`src/rtl/axi_ar_rr_mux.sv`:
```
// rtl/axi_ar_rr_mux.sv - round-robin merge of NUM_MST AXI read-address channels onto one slave AR channel
//
// Ports:
//   clk, rst          : clock and synchronous active-high reset
//   axi_mst_arid      : flattened master ARIDs, master m at [m*AXI_ID_WIDTH +: AXI_ID_WIDTH]
//   axi_mst_araddr    : flattened master ARADDRs, packed the same way
//   axi_mst_arvalid   : per-master ARVALID
//   axi_mst_arready   : per-master ARREADY, one-hot or zero
//   axi_slv_arid      : {master index, original ARID}, index in the MSBs
//   axi_slv_araddr    : registered ARADDR
//   axi_slv_arvalid   : registered ARVALID
//   axi_slv_arready   : slave ARREADY
//   grant_idx         : index of the most recently accepted master

module axi_ar_rr_mux #(
    parameter int NUM_MST        = 4,
    parameter int AXI_ID_WIDTH   = 4,
    parameter int AXI_ADDR_WIDTH = 32,
    localparam int MIDX_W        = $clog2(NUM_MST),
    localparam int SLV_ID_WIDTH  = AXI_ID_WIDTH + MIDX_W
) (
    input  logic                              clk,
    input  logic                              rst,
    input  logic [NUM_MST*AXI_ID_WIDTH-1:0]   axi_mst_arid,
    input  logic [NUM_MST*AXI_ADDR_WIDTH-1:0] axi_mst_araddr,
    input  logic [NUM_MST-1:0]                axi_mst_arvalid,
    output logic [NUM_MST-1:0]                axi_mst_arready,
    output logic [SLV_ID_WIDTH-1:0]           axi_slv_arid,
    output logic [AXI_ADDR_WIDTH-1:0]         axi_slv_araddr,
    output logic                              axi_slv_arvalid,
    input  logic                              axi_slv_arready,
    output logic [MIDX_W-1:0]                 grant_idx
);

    logic [MIDX_W-1:0]         last_grant;
    logic [MIDX_W-1:0]         win;
    logic [MIDX_W-1:0]         cand;
    logic                      found;
    logic                      take;
    logic [AXI_ID_WIDTH-1:0]   mst_id   [NUM_MST];
    logic [AXI_ADDR_WIDTH-1:0] mst_addr [NUM_MST];

    for (genvar m = 0; m < NUM_MST; m++) begin : g_unpack
        assign mst_id[m]   = axi_mst_arid[m*AXI_ID_WIDTH +: AXI_ID_WIDTH];
        assign mst_addr[m] = axi_mst_araddr[m*AXI_ADDR_WIDTH +: AXI_ADDR_WIDTH];
    end

    // Scan starting one past the last winner so the last winner has lowest
    // priority; the modulo keeps unused index codes out when NUM_MST is not 2^n.
    always_comb begin
        found = 1'b0;
        win   = '0;
        cand  = '0;
        for (int k = 1; k <= NUM_MST; k++) begin
            cand = MIDX_W'((int'(last_grant) + k) % NUM_MST);
            if (!found && axi_mst_arvalid[cand]) begin
                found = 1'b1;
                win   = cand;
            end
        end
    end

    // Accept whenever the output slot is empty or being drained this cycle,
    // which gives back-to-back beats with no bubble.
    assign take = found && (!axi_slv_arvalid || axi_slv_arready);

    always_comb begin
        axi_mst_arready = '0;
        if (take && !rst) begin
            axi_mst_arready[win] = 1'b1;
        end
    end

    always_ff @(posedge clk) begin
        if (rst) begin
            axi_slv_arvalid <= 1'b0;
            axi_slv_arid    <= '0;
            axi_slv_araddr  <= '0;
            grant_idx       <= '0;
            last_grant      <= MIDX_W'(NUM_MST - 1);
        end else if (take) begin
            axi_slv_arvalid <= 1'b1;
            axi_slv_arid    <= {win, mst_id[win]};
            axi_slv_araddr  <= mst_addr[win];
            grant_idx       <= win;
            last_grant      <= win;
        end else if (axi_slv_arvalid && axi_slv_arready) begin
            axi_slv_arvalid <= 1'b0;
        end
    end

endmodule

```
`config.mk`:
```
export PLATFORM = sky130hd
export DESIGN_NAME = axi_ar_rr_mux
export DESIGN_NICKNAME = d
export VERILOG_FILES = /design/src/rtl/axi_ar_rr_mux.sv
export SDC_FILE = /design/constraint.sdc
export NUM_CORES = 1
export LEC_CHECK = 0
export ABC_AREA = 1
export CORE_MARGIN = 2
export CORE_UTILIZATION = 35
export CTS_BUF_LIST = sky130_fd_sc_hd__clkbuf_2 sky130_fd_sc_hd__clkbuf_4 sky130_fd_sc_hd__clkbuf_8
export DETAILED_ROUTE_END_ITERATION = 7
export MAX_ROUTING_LAYER = met4
export PLACE_DENSITY = 0.79
export SYNTH_ARGS = -nofsm -noshare
export SYNTH_HDL_FRONTEND = slang
export SYNTH_SLANG_ARGS = --single-unit
```
`constraint.sdc`:
```
create_clock -name clk -period 2 [get_ports clk]
set_clock_uncertainty 0.2 [all_clocks]
set_input_delay 0.3 -clock clk [delete_from_list [all_inputs] [get_ports clk]]
set_output_delay 0.3 -clock clk [all_outputs]
set_load 0.02 [all_outputs]
```
==> metrics <==
critical path required time 1.50 ns; CTS Hold Bufs 0; crit start category register; H-tree Lvls 2; Internal Power 0.004725 W; pre-CTS setup slack -1.016 ns; post-synth top area share between 30% and 40%; clock latency on the worst-skew pair 0.29 ns; fraction of power consumed by sequential logic 13.3%; GRT Overall Usage 22.47%; Detailed Route WL 12.05 mm; CTS tree built; kind of critical path register to output port; clock power share 5.8%; Die Wd 101 um; RSZ-0062 raised after global routing true; endpoints failing hold 0; final count of negative-setup-slack endpoints 45; Final period util 127.0%; post-synthesis net count 780; Worst Slack Setup Final -0.5410 ns; largest net degree at the start of global routing 77; design area 5768 um^2; NetSw 0.005490 W; failing checks setup timing; drt first pass iters 4; WHS approximately 0.32 ns; Clock Path Buffers 2; worst-path fanout max 7; gr ovfl total 0; Area contributors post-synth nand2_1 (33%), dfxtp_1 (25%), nand3_1 (17%), nor2_1 (8.5%), inv_1 (5.2%); HPWL Detailed roughly 8.1 mm; synthesis-to-layout area growth 75.15%; share of post-route cells with drive strength above 1 11.11%; dpl cell area 5313 um^2; vias in the first global route 4,202; Max-slew headroom roughly 70%; nets ~970; Vias/cell 4.861; WL/cell 12.96 um; die area 10,200 um^2; Layout Cells excl Fill 930; post-synthesis sequential area ratio 24.92%; Leak 3.003 nW; #FFs+latches synth 41; Placed Cells incl. Taps ~900; Vias 4,521; switch share 53.74%; min Tclk post-route 2.541 ns; syn avg cell area 5.236 um^2; Netlist Area Pre-Place 3293 um^2; Worst Hold Class register to register; # IOs 196; Reg2Reg Depth 16; 1st-iter DRT viols 106; final RePlAce weighted congestion 1.011; Worst Tran Pin Value about 0.47 ns; clk sinks 41; Clock transition at path regs 0.08 ns; status complete, but fails checks; yosys synthesis warning count 0; WP data arrival 2.04 ns; core area around 9200 um^2; crit end category output port; ANT nets after route 0; Starting Density 35.81%; commonest non-fill, non-tap cell in the layout nand2_1; fmax 393.5 MHz; # diodes 0; antenna violations before repair 0; # DRC 0; WHS Path Cells 2; Pwr per Cell Area between 1500 and 2000 nW/um^2; Synth area leader nand2_1; fin. max-slew vios 0; max cap viols 0; most frequent cells in the layout nand2_1 (265), clkdlybuf4s50_1 (187), nand3_1 (110); gate count of the mapped netlist 629; Peak VDD IR 1.994 mV; synth unique cells 21; IO Port Bufs 195; clk root buf clkbuf_8; row cnt 35; Die H approximately 100 um; first-pass GRT wire length 18.26 mm; Comb power frac 80.9%; Num CTS Buffers 5
critical path, cell delays in order, from the launching register on:
cell,delay [ns]
dfxtp_4,0.42
inv_8,0.07
nand2_2,0.09
nand2_2,0.07
nand2_2,0.10
nand2_2,0.09
nor2_4,0.16
nand3_2,0.14
nand2_4,0.14
nand2_8,0.09
nor3_4,0.23
buf_6,0.15
cells in the mapped netlist:
cell type,number
buf_1,3
o21a_1,1
o211ai_1,2
nor2_1,75
clkbuf_1,15
nand3_1,112
dfxtp_1,41
inv_1,46
nor3_1,4
buf_6,6
buf_2,19
o21ai_1,1
a21oi_1,3
nor2_4,1
o21ai_0,1
inv_2,3
buf_4,2
nand2_1,287
nand3b_1,1
nand4_1,1
nand2_2,5
power groups by stage:
stage                     Combinational, W  Sequential [W]  Clock [W]
after floorplan                    0.00520         0.00167          0
after global placement             0.00711         0.00133          0
after detailed placement           0.00725         0.00135          0
after CTS                          0.00769         0.00134   0.000605
after global routing               0.00924         0.00140   0.000638
final                              0.00827         0.00136   0.000588
path summary, 6_finish.rpt:
path	slack, ns	end	start
max	-0.54	axi_mst_arready[1]	last_grant[0]$_SDFFE_PP1P_
min	0.32	axi_slv_arid[4]$_SDFFE_PP0P_	axi_slv_arid[4]$_SDFFE_PP0P_
max reg2reg	-0.53	axi_slv_arvalid$_SDFFE_PP0P_	last_grant[0]$_SDFFE_PP1P_
min reg2reg	0.32	axi_slv_arid[4]$_SDFFE_PP0P_	axi_slv_arid[4]$_SDFFE_PP0P_
flip-flops by register name, summed over array words and instances (netlist names):
register and count:
axi_slv_araddr 32, axi_slv_arid 6, axi_slv_arvalid 1, last_grant 2
through the flow:
step / util, % / setup TNS (ns) / power, W
after floorplan: - / -0.6702 / 0.006878
after global placement: 57.77 / -34.91 / 0.008444
after detailed placement: 57.77 / -38.53 / 0.008603
after CTS: 60.53 / -15.04 / 0.009639
after global routing: 62.72 / -21.29 / 0.01128
final: 62.72 / -15.28 / 0.01022
layer usage:
layer / routed length [um] / global-route usage [%] / vias to the layer above
met2: 6084 / 40.67 / 159
met5: 0 / - / -
li1: - / - / 2311
met3: 892 / 5.479 / 33
met4: 365 / 8.420 / 0
met1: 4706 / 23.53 / 2018
final cells by class:
class                      instances  area [um^2]
multi-input combinational        494         2248
clock buffer                       7        96.34
timing repair buffer             227         2247
clock inverter                     1        5.005
inverter                          49        203.9
sequential                        41        828.3
tap                              111        138.9
fill                             850         3428
kinds of logic after synthesis:
family          Yosys count  synth area share, %
buf+inv                  94                13.03
simple gates            486                60.60
compound gates            8                1.443
flops                    41                24.92
what timing repair did:
action                                 in CTS  in global routing
pin swaps                                  16                 22
resized for setup                          47                 48
endpoints found under the hold margin       0                  0
setup buffers                              12                  5
setup endpoints to repair                  44                 45
(Power assumes the default switching activity.)
